==> src/rtl/id_exe_reg_pkg.sv <==
// Shared encodings and field layout for the ID/EXE pipeline boundary.
package id_exe_reg_pkg;

  localparam int CTRL_W = 9;
  localparam int IMM_W  = 37;
  localparam int DEST_W = 4;
  localparam int COND_W = 4;

  // ctrl bit positions: {wb_en, mem_r, mem_w, b, s, exe_cmd[3:0]}
  localparam int CTRL_WB_EN   = 8;
  localparam int CTRL_MEM_R   = 7;
  localparam int CTRL_MEM_W   = 6;
  localparam int CTRL_B       = 5;
  localparam int CTRL_S       = 4;
  localparam int CTRL_EXE_LSB = 0;

  // imm_fields layout: {imm(1), shift_operand(12), signed_imm_24(24)}
  localparam int IMM_BIT       = 36;
  localparam int IMM_SHIFT_LSB = 24;
  localparam int IMM_SIMM_LSB  = 0;

  typedef enum logic [3:0] {
    EXE_NOP = 4'b0000,
    EXE_MOV = 4'b0001,
    EXE_ADD = 4'b0010,
    EXE_ADC = 4'b0011,
    EXE_SUB = 4'b0100,
    EXE_SBC = 4'b0101,
    EXE_AND = 4'b0110,
    EXE_ORR = 4'b0111,
    EXE_EOR = 4'b1000,
    EXE_MVN = 4'b1001
  } exe_cmd_e;

  typedef enum logic [3:0] {
    COND_EQ = 4'h0, COND_NE = 4'h1, COND_CS = 4'h2, COND_CC = 4'h3,
    COND_MI = 4'h4, COND_PL = 4'h5, COND_VS = 4'h6, COND_VC = 4'h7,
    COND_HI = 4'h8, COND_LS = 4'h9, COND_GE = 4'hA, COND_LT = 4'hB,
    COND_GT = 4'hC, COND_LE = 4'hD, COND_AL = 4'hE
  } cond_e;

  function automatic exe_cmd_e ctrl_exe_cmd(input logic [CTRL_W-1:0] ctrl);
    return exe_cmd_e'(ctrl[CTRL_EXE_LSB +: 4]);
  endfunction

endpackage

==> src/rtl/id_exe_reg_if.sv <==
// One pipeline-stage instruction bundle; instantiated once on each side of the register.
interface id_exe_reg_if
  import id_exe_reg_pkg::*;
#(
  parameter int WORD_W = 32
);
  logic                valid;
  logic [WORD_W-1:0]   pc;
  logic [2*WORD_W-1:0] ops;
  logic [IMM_W-1:0]    imm_fields;
  logic [DEST_W-1:0]   dest;
  logic [CTRL_W-1:0]   ctrl;
  logic [COND_W-1:0]   cond;

  modport master (output valid, pc, ops, imm_fields, dest, ctrl, cond);
  modport slave  (input  valid, pc, ops, imm_fields, dest, ctrl, cond);
endinterface

==> src/rtl/id_exe_reg_pipe_reg.sv <==
// Generic register slice: async reset, synchronous clear (wins over enable), load enable.
module id_exe_reg_pipe_reg #(
  parameter int W = 1
) (
  input  logic         clk,
  input  logic         rst,
  input  logic         i_clr,
  input  logic         i_en,
  input  logic [W-1:0] i_d,
  output logic [W-1:0] o_q
);
  logic [W-1:0] r_q;

  // NOTE: sequential state uses <= so every flop samples pre-edge values.
  always_ff @(posedge clk or posedge rst) begin
    if (rst)       r_q <= '0;
    else if (i_clr) r_q <= '0;
    else if (i_en)  r_q <= i_d;
  end

  assign o_q = r_q;
endmodule

==> src/rtl/id_exe_reg.sv <==
// ID/EXE pipeline register with flush/freeze control and a saturating bubble counter.
module id_exe_reg
  import id_exe_reg_pkg::*;
#(
  parameter int WORD_W = 32,
  parameter int CNT_W  = 16
) (
  input  logic              clk,
  input  logic              rst,
  input  logic              i_flush,
  input  logic              i_freeze,
  id_exe_reg_if.slave       i_id,
  id_exe_reg_if.master      o_exe,
  output logic [CNT_W-1:0]  o_bubble_cnt
);
  logic             w_bubble;
  logic             w_en;
  logic [CNT_W-1:0] r_bubble_cnt;

  // A bubble is either a squash (beats freeze) or an unfrozen load of an empty slot.
  assign w_bubble = i_flush | (~i_freeze & ~i_id.valid);
  assign w_en     = ~i_freeze;

  id_exe_reg_pipe_reg #(.W(1)) u_valid (
    .clk(clk), .rst(rst), .i_clr(w_bubble), .i_en(w_en),
    .i_d(i_id.valid), .o_q(o_exe.valid));

  id_exe_reg_pipe_reg #(.W(WORD_W)) u_pc (
    .clk(clk), .rst(rst), .i_clr(w_bubble), .i_en(w_en),
    .i_d(i_id.pc), .o_q(o_exe.pc));

  id_exe_reg_pipe_reg #(.W(2*WORD_W)) u_ops (
    .clk(clk), .rst(rst), .i_clr(w_bubble), .i_en(w_en),
    .i_d(i_id.ops), .o_q(o_exe.ops));

  id_exe_reg_pipe_reg #(.W(IMM_W)) u_imm (
    .clk(clk), .rst(rst), .i_clr(w_bubble), .i_en(w_en),
    .i_d(i_id.imm_fields), .o_q(o_exe.imm_fields));

  id_exe_reg_pipe_reg #(.W(DEST_W)) u_dest (
    .clk(clk), .rst(rst), .i_clr(w_bubble), .i_en(w_en),
    .i_d(i_id.dest), .o_q(o_exe.dest));

  id_exe_reg_pipe_reg #(.W(CTRL_W)) u_ctrl (
    .clk(clk), .rst(rst), .i_clr(w_bubble), .i_en(w_en),
    .i_d(i_id.ctrl), .o_q(o_exe.ctrl));

  id_exe_reg_pipe_reg #(.W(COND_W)) u_cond (
    .clk(clk), .rst(rst), .i_clr(w_bubble), .i_en(w_en),
    .i_d(i_id.cond), .o_q(o_exe.cond));

  // Only rst clears the count; it sticks at all-ones once saturated.
  always_ff @(posedge clk or posedge rst) begin
    if (rst)
      r_bubble_cnt <= '0;
    else if (w_bubble && (r_bubble_cnt != '1))
      r_bubble_cnt <= r_bubble_cnt + 1'b1;
  end

  assign o_bubble_cnt = r_bubble_cnt;
endmodule

==> src/flat_wrapper.sv <==
// flat-port wrapper written by rule: the top's interface ports become plain ports
module id_exe_reg_flat import id_exe_reg_pkg::*;
#(
  parameter int WORD_W = 32,
  parameter int CNT_W  = 16
)
  (clk, rst, i_flush, i_freeze, o_bubble_cnt, i_id_valid, i_id_pc, i_id_ops, i_id_imm_fields, i_id_dest, i_id_ctrl, i_id_cond, o_exe_valid, o_exe_pc, o_exe_ops, o_exe_imm_fields, o_exe_dest, o_exe_ctrl, o_exe_cond);
  id_exe_reg_if #(.WORD_W(WORD_W)) i_id_i ();
  id_exe_reg_if #(.WORD_W(WORD_W)) o_exe_i ();
  input  logic clk;
  input  logic rst;
  input  logic i_flush;
  input  logic i_freeze;
  output logic [CNT_W-1:0] o_bubble_cnt;
  input wire logic [$bits(i_id_i.valid)-1:0] i_id_valid;
  input wire logic [$bits(i_id_i.pc)-1:0] i_id_pc;
  input wire logic [$bits(i_id_i.ops)-1:0] i_id_ops;
  input wire logic [$bits(i_id_i.imm_fields)-1:0] i_id_imm_fields;
  input wire logic [$bits(i_id_i.dest)-1:0] i_id_dest;
  input wire logic [$bits(i_id_i.ctrl)-1:0] i_id_ctrl;
  input wire logic [$bits(i_id_i.cond)-1:0] i_id_cond;
  output wire logic [$bits(o_exe_i.valid)-1:0] o_exe_valid;
  output wire logic [$bits(o_exe_i.pc)-1:0] o_exe_pc;
  output wire logic [$bits(o_exe_i.ops)-1:0] o_exe_ops;
  output wire logic [$bits(o_exe_i.imm_fields)-1:0] o_exe_imm_fields;
  output wire logic [$bits(o_exe_i.dest)-1:0] o_exe_dest;
  output wire logic [$bits(o_exe_i.ctrl)-1:0] o_exe_ctrl;
  output wire logic [$bits(o_exe_i.cond)-1:0] o_exe_cond;
  assign i_id_i.valid = i_id_valid;
  assign i_id_i.pc = i_id_pc;
  assign i_id_i.ops = i_id_ops;
  assign i_id_i.imm_fields = i_id_imm_fields;
  assign i_id_i.dest = i_id_dest;
  assign i_id_i.ctrl = i_id_ctrl;
  assign i_id_i.cond = i_id_cond;
  assign o_exe_valid = o_exe_i.valid;
  assign o_exe_pc = o_exe_i.pc;
  assign o_exe_ops = o_exe_i.ops;
  assign o_exe_imm_fields = o_exe_i.imm_fields;
  assign o_exe_dest = o_exe_i.dest;
  assign o_exe_ctrl = o_exe_i.ctrl;
  assign o_exe_cond = o_exe_i.cond;
  id_exe_reg #(.WORD_W(WORD_W), .CNT_W(CNT_W)) u_core (.clk(clk), .rst(rst), .i_flush(i_flush), .i_freeze(i_freeze), .i_id(i_id_i), .o_exe(o_exe_i), .o_bubble_cnt(o_bubble_cnt));
endmodule
==> config.mk <==
export PLATFORM = sky130hd
export DESIGN_NAME = id_exe_reg_flat
export DESIGN_NICKNAME = d
export VERILOG_FILES = /design/src/rtl/id_exe_reg_pkg.sv /design/src/rtl/id_exe_reg_if.sv /design/src/rtl/id_exe_reg_pipe_reg.sv /design/src/rtl/id_exe_reg.sv /design/src/flat_wrapper.sv
export SDC_FILE = /design/constraint.sdc
export NUM_CORES = 1
export LEC_CHECK = 0
export BUFFER_PORTS_ARGS = -buffer_cell sky130_fd_sc_hd__buf_2
export CAP_MARGIN = 25
export CORE_MARGIN = 1.5
export CORE_UTILIZATION = 42
export DETAILED_ROUTE_END_ITERATION = 16
export PLACE_DENSITY = 0.76
export SYNTH_ARGS = -nofsm -noshare
export SYNTH_HDL_FRONTEND = slang
export SYNTH_SLANG_ARGS = --single-unit
export TNS_END_PERCENT = 1
==> constraint.sdc <==
create_clock -name clk -period 5.5 [get_ports clk]
set_clock_uncertainty 0.1 [all_clocks]
set_input_delay 1.1 -clock clk [delete_from_list [all_inputs] [get_ports clk]]
set_output_delay 1.1 -clock clk [all_outputs]
set_load 0.03 [all_outputs]
==> impl_metrics.csv, run 1 <==
group,metric,value,unit
run_status,status,"complete, no violations",
critical_path,cp.arrival,3.11,ns
place,dp.cells,1068,
drt,dr.pass1.iters,4,
drt,dr.first_iter.drc_count,190,
place,dp_hpwl,11.5,mm
global_routing,grt_antenna_before_repair,1,
cts,cts_setup_buffers,0,
pwr,ir_worst_vdd,0.369,mV
synthesis,ys_types,29,
layout,fin_cells,1101,
cts,clkTransAtPathRegs,0.07,ns
worst_hold_path,hold_class,"register to register",
cts,cts_hold_buf,0,
global_routing,grt_pass1_vias,5052,
cts,clk_latency,0.41,ns
sta,grt_setup_unrepaired,"no",
critical_path,crit_type,"primary input to register",
flow_run,maxCapViolCount,0,
sta,max_freq,340,MHz
global_routing,grt_overflow,0,
synthesis,synth_area,6840,sq um
global_routing,grt_max_degree,89,
sta,hold_slack,0.409,ns
floorplan,rows,46,
sta,drv_slew,0,
cts,cts-resized-gates,0,
cts,cts_tree,"yes",
pwr,leakagePower,5.30,nW
drt,vias_per_cell,4.75,
place,routabilityCongestion,0.810,
cts,cts-root-buf,"clkbuf_16",
layout,antenna_cells,0,
cts,cts_buffer_depth,2,
drt,finalWirelength,16.6,mm
global_routing,grt.total_usage,18.9,%
floorplan,die_h,131,um
synthesis,synth_top_area_cell,"dfrtp_1",
floorplan,dieArea,17100,sq um
place,placed_cell_area,8650,sq um
synthesis,ys_top_cells_by_area,"dfrtp_1 61%, mux2i_1 22%, nor2_1 8.3%, buf_2 1.9%, xor2_1 1.3%",
cts,cts_buffers,17,
synthesis,yosysWarnings,0,
global_routing,grt_pass1_wl,25.1,mm
cts,htreeDepth,4,
floorplan,start_util,43.1,%
critical_path,startpoint_type,"primary input",
pwr,power_density,346,nW/um^2
sta,worstMarginPinSlew,0.906,ns
critical_path,endpoint_kind,"register",
layout,final_nets,1028,
drt,drc,0,
layout,layout-drive-gt1-share,41.8,%
sta,period_minus_slack,2.94,ns
cts,clkSinkCount,167,
floorplan,io_pins,322,
synthesis,synth_seq_cells,167,
sta,setup_viol,0,
floorplan,die_w,131,um
synthesis,synth_top_area_share,61.1,%
sta,tns,0,ns
drt,ant_nets,0,
sta,maxSlewHeadroom,39.6,%
sta,final-hold-violation-count,0,
synthesis,syn-num-nets,716,
floorplan,core_area,15900,sq um
synthesis,synthCells,560,
layout,syn_to_final_growth,34.9,%
layout,final_area,9230,sq um
drt,wl_per_cell,15.1,um
sta,finalCritPeriodShare,53.4,%
critical_path,worstPathRequired,5.67,ns
pwr,power,3.19,mW
critical_path,critical_path_peak_fanout,88,
synthesis,ys_seq_area_share,61.1,%
synthesis,syn_avg_cell_area,12.2,sq um
place,port_buffers,321,
drt,vias,5226,
-- flip-flops by register name, summed over array words and instances, names as in the netlist --
signal,count
u_core.o_bubble_cnt,16
u_core.u_cond.o_q,4
u_core.u_ctrl.o_q,9
u_core.u_dest.o_q,4
u_core.u_imm.o_q,37
u_core.u_ops.o_q,64
u_core.u_pc.o_q,32
u_core.u_valid.o_q,1
-- synthesized netlist by cell type --
| master | n |
|---|---|
| and3_1 | 1 |
| o21ba_2 | 1 |
| ha_1 | 1 |
| xor2_1 | 10 |
| nor4_1 | 1 |
| nor2_1 | 152 |
| and2_2 | 1 |
| nand2b_1 | 1 |
| nor2_2 | 1 |
| nand4_1 | 6 |
| nand2b_4 | 1 |
| nand2_1 | 4 |
| xnor2_1 | 5 |
| mux2i_1 | 150 |
| nor4_4 | 2 |
| buf_1 | 3 |
| clkbuf_1 | 5 |
| and3_2 | 1 |
| nand3_1 | 6 |
| buf_2 | 26 |
| dfrtp_1 | 167 |
| a21oi_1 | 1 |
| nand4_2 | 1 |
| inv_1 | 2 |
| o21bai_1 | 1 |
| or4_4 | 1 |
| nor4b_1 | 1 |
| mux2_1 | 1 |
| nor3_1 | 7 |
-- path summary, 6_finish.rpt --
kind | start | end | slack (ns) | cells after the start
min in group asynchronous | rst | u_core.u_ops.o_q[33]$_DFFE_PP0P_ | 0.62 | 2
worst max register to register | u_core.o_bubble_cnt[0]$_DFFE_PP0P_ | u_core.o_bubble_cnt[1]$_DFFE_PP0P_ | 3.61 | 5
max in group asynchronous | rst | u_core.u_ops.o_q[47]$_DFFE_PP0P_ | 3.52 | 3
worst min-delay path | u_core.o_bubble_cnt[15]$_DFFE_PP0P_ | u_core.o_bubble_cnt[15]$_DFFE_PP0P_ | 0.41 | 1
worst max-delay path | i_freeze | u_core.u_ops.o_q[6]$_DFFE_PP0P_ | 2.56 | 4
worst min register to register | u_core.o_bubble_cnt[15]$_DFFE_PP0P_ | u_core.o_bubble_cnt[15]$_DFFE_PP0P_ | 0.41 | 1
-- per-layer routing --
| layer | vias up | GRT usage, % | part of all wire [%] |
|---|---|---|---|
| met5 | - | 0 | 0.060 |
| met4 | 2 | 6.66 | 1.9 |
| met3 | 27 | 6.68 | 7.9 |
| met2 | 215 | 31.3 | 48 |
| met1 | 2483 | 23.0 | 42 |
| li1 | 2499 | - | - |
-- through the flow --
step           setup slack, ns  util (%)
6_report                  2.56      58.1
5_1_grt                   2.35      58.1
4_1_cts                   2.50      57.9
3_5_place_dp              2.04      54.4
3_3_place_gp              2.05      54.4
2_1_floorplan             2.17         -
-- critical path: stages --
cell	delay, ns
clkbuf_8	0.42
o21bai_4	0.88
buf_4	0.57
nor2_1	0.12
-- layout make-up --
| cell class | count | area (sq um) |
|---|---|---|
| clock inverter | 14 | 115 |
| sequential | 167 | 4180 |
| clock buffer | 18 | 439 |
| tap | 216 | 270 |
| fill | 1396 | 6660 |
| multi-input combinational | 357 | 2510 |
| timing repair buffer | 327 | 1710 |
| inverter | 2 | 11.3 |
-- report_power, final --
part	internal [mW]	switching, mW	total, mW
Sequential	1.33	0.105	1.43
Combinational	0.222	0.416	0.637
Clock	0.603	0.524	1.13
-- cells in the final DEF (no fill, tap or decap), types with 2 or more instances in the layout --
| cell | netlist | final |
|---|---|---|
| nand4_1 | 6 | 6 |
| nor4_4 | 2 | 2 |
| nand2_1 | 4 | 4 |
| clkinv_2 | 0 | 2 |
| mux2i_1 | 150 | 150 |
| nand3_1 | 6 | 6 |
| clkbuf_8 | 0 | 2 |
| xor2_1 | 10 | 10 |
| clkbuf_16 | 0 | 17 |
| buf_4 | 0 | 3 |
| buf_12 | 0 | 2 |
| clkinv_4 | 0 | 3 |
| buf_2 | 26 | 320 |
| inv_6 | 0 | 6 |
| nor2_1 | 152 | 152 |
| xnor2_1 | 5 | 5 |
| nor3_1 | 7 | 7 |
| clkinvlp_4 | 0 | 3 |
| dfrtp_1 | 167 | 167 |
-- kinds of logic after synthesis --
kind of cell             count (synthesis)  share of synthesized area (%)
AND/OR/NAND/NOR                        187                           11.9
AO/OA/AOI/OAI                            3                          0.329
multiplexers                           151                           22.1
buffers and inverters                   36                           2.45
flip-flops                             167                           61.1
XOR/XNOR                                15                           1.92
adder cells (fa/ha/maj)                  1                          0.183
Note: power is estimated with default switching activity, not from simulation.
==> run 2, diff against run 1 <==
CORE_AREA = 2 2 124 126   (was default)
CORE_MARGIN = default   (was 1.5)
CORE_UTILIZATION = default   (was 42)
DIE_AREA = 0 0 126 128   (was default)
PLACE_DENSITY = 0.8   (was 0.76)
clock period = 2.92 ns   (was 5.5 ns; I/O delays follow)
==> run 2 against run 1 <==
Net effect: via count up 1.5%; power grew 100%; first-iteration DRC count rose by 53%; critical path depth down 3; sequential cell count unchanged; worst hold slack got worse by 0.17 ns; non-clock buffer count did not move; critical path type is now register to output pin; critical endpoint is now o_bubble_cnt[4]; largest cell class unchanged.
==> impl_metrics.csv, run 2 (synthesis gave the netlist of run 1 again) <==
group,metric,value,unit
layout,layout-drive-gt1-share,41.4,%
critical_path,critical_path_peak_fanout,7,
cts,cts-resized-gates,0,
critical_path,endpoint_kind,"output pin",
global_routing,grt_antenna_before_repair,0,
pwr,ir_worst_vdd,0.400,mV
flow_run,maxCapViolCount,0,
layout,utilization,62.9,%
cts,clk_latency,0.41,ns
floorplan,rows,45,
floorplan,start_util,46.0,%
place,port_buffers,321,
drt,vias_per_cell,4.95,
cts,cts_tree,"yes",
drt,wl_per_cell,16.2,um
global_routing,grt_pass1_vias,5384,
sta,setup_viol,0,
critical_path,worstPathRequired,2.24,ns
critical_path,critical_path_buf_inv_count,1,
layout,fill_cells,1228,
floorplan,die_w,126,um
sta,final-hold-violation-count,0,
drt,vias,5303,
critical_path,crit_family,"flip-flops",
drt,dr.first_iter.drc_count,290,
critical_path,cp.depth,1,
pwr,power_density,698,nW/um^2
critical_path,slowest_stage,"dfrtp_1",
sta,fin_ws,1.04,ns
drt,drc,0,
sta,grt_setup_unrepaired,"no",
pwr,leakagePower,5.37,nW
place,routabilityCongestion,0.789,
sta,maxSlewHeadroom,55.7,%
floorplan,io_pins,322,
place,dp_hpwl,12.4,mm
layout,ff_latch_area,4180,sq um
cts,clkTransAtPathRegs,0.06,ns
critical_path,slowest_delay,0.51,ns
sta,worstMarginPinSlew,0.665,ns
sta,period_minus_slack,1.88,ns
sta,tns,0,ns
floorplan,core_area,14900,sq um
critical_path,path_cells,"buf_2",
critical_path,cp.arrival,1.19,ns
sta,finalCritPeriodShare,64.3,%
sta,drv_slew,0,
layout,largest_reg_flops,64,
critical_path,crit_type,"register to output pin",
layout,multi_input_area,2510,sq um
critical_path,reg2reg_depth,4,
cts,cts_buffers,17,
layout,final_common_cell,"buf_2",
critical_path,startpoint_type,"register",
layout,antenna_cells,0,
cts,clkSinkCount,167,
cts,cts_hold_buf,0,
global_routing,grt_max_degree,90,
worst_hold_path,hold_class,"primary input to asynchronous set/reset pin",
drt,ant_nets,0,
layout,mostFrequentLayoutCells,"320 x buf_2, 167 x dfrtp_1, 152 x nor2_1, 150 x mux2i_1, 17 x clkbuf_16",
drt,finalWirelength,17.3,mm
cts,cts-root-buf,"clkbuf_16",
place,dp_slack,0.956,ns
global_routing,grt_overflow,0,
run_status,status,"complete, no violations",
layout,syn_to_final_growth,36.6,%
sta,max_freq,532,MHz
cts,cts_setup_buffers,0,
global_routing,grt_pass1_wl,27.3,mm
cts,cts_buffer_depth,2,
global_routing,grt.total_usage,21.4,%
floorplan,die_h,128,um
floorplan,dieArea,16100,sq um
cts,htreeDepth,4,
layout,final_nets,1028,
drt,dr.pass1.iters,5,
==> run 2: cell types whose count changed in the layout (fill, tap and decap cells not counted), sizes merged <==
| cell | change |
|---|---|
| bufinv | +7 |
| inv | -7 |
| clkinv | -5 |
| clkbuf | +4 |
| clkinvlp | -1 |
==> run 2: final cells by class <==
type / count / area share, %
multi-input combinational: 357 / 26.8
clock inverter: 8 / 2.33
timing repair buffer: 327 / 18.4
tap: 188 / 2.52
clock buffer: 22 / 5.07
inverter: 2 / 0.120
sequential: 167 / 44.7
==> run 2: worst paths after layout <==
path,start,to,slack (ns)
min,rst,u_core.u_ops.o_q[5]$_DFFE_PP0P_,0.23
min in group clk,i_id_pc[3],u_core.u_pc.o_q[3]$_DFFE_PP0P_,0.31
min reg2reg,u_core.o_bubble_cnt[15]$_DFFE_PP0P_,u_core.o_bubble_cnt[15]$_DFFE_PP0P_,0.40
max reg2reg,u_core.o_bubble_cnt[4]$_DFFE_PP0P_,u_core.o_bubble_cnt[1]$_DFFE_PP0P_,1.08
max in group asynchronous,rst,u_core.u_ops.o_q[31]$_DFFE_PP0P_,2.07
max,u_core.o_bubble_cnt[4]$_DFFE_PP0P_,o_bubble_cnt[4],1.04
==> run 2: stage by stage <==
step	area [sq um]	power (mW)	instances	hold slack, ns
after floorplan	6850	3.51	560	0.555
after global placement	8660	3.94	1041	0.385
after detailed placement	8660	3.96	1041	0.387
after CTS	9350	6.59	1071	0.237
after global routing	9350	6.81	1071	0.250
final	9350	6.52	1071	0.234
==> run 2: layer usage <==
metal	wire length [um]	vias up	global-route usage, %	share of wire, %
met3	1340	19	7.22	7.7
met4	272	0	5.82	1.6
li1	-	2501	-	-
met2	8850	228	36.9	51
met5	0	-	0	0
met1	6880	2555	25.8	40
==> run 2: power breakdown <==
part | switching, mW | internal [mW] | total, mW
clock network | 0.852 | 1.75 | 2.60
logic | 0.806 | 0.418 | 1.22
registers | 0.197 | 2.50 | 2.70
total | 1.85 | 4.67 | 6.52
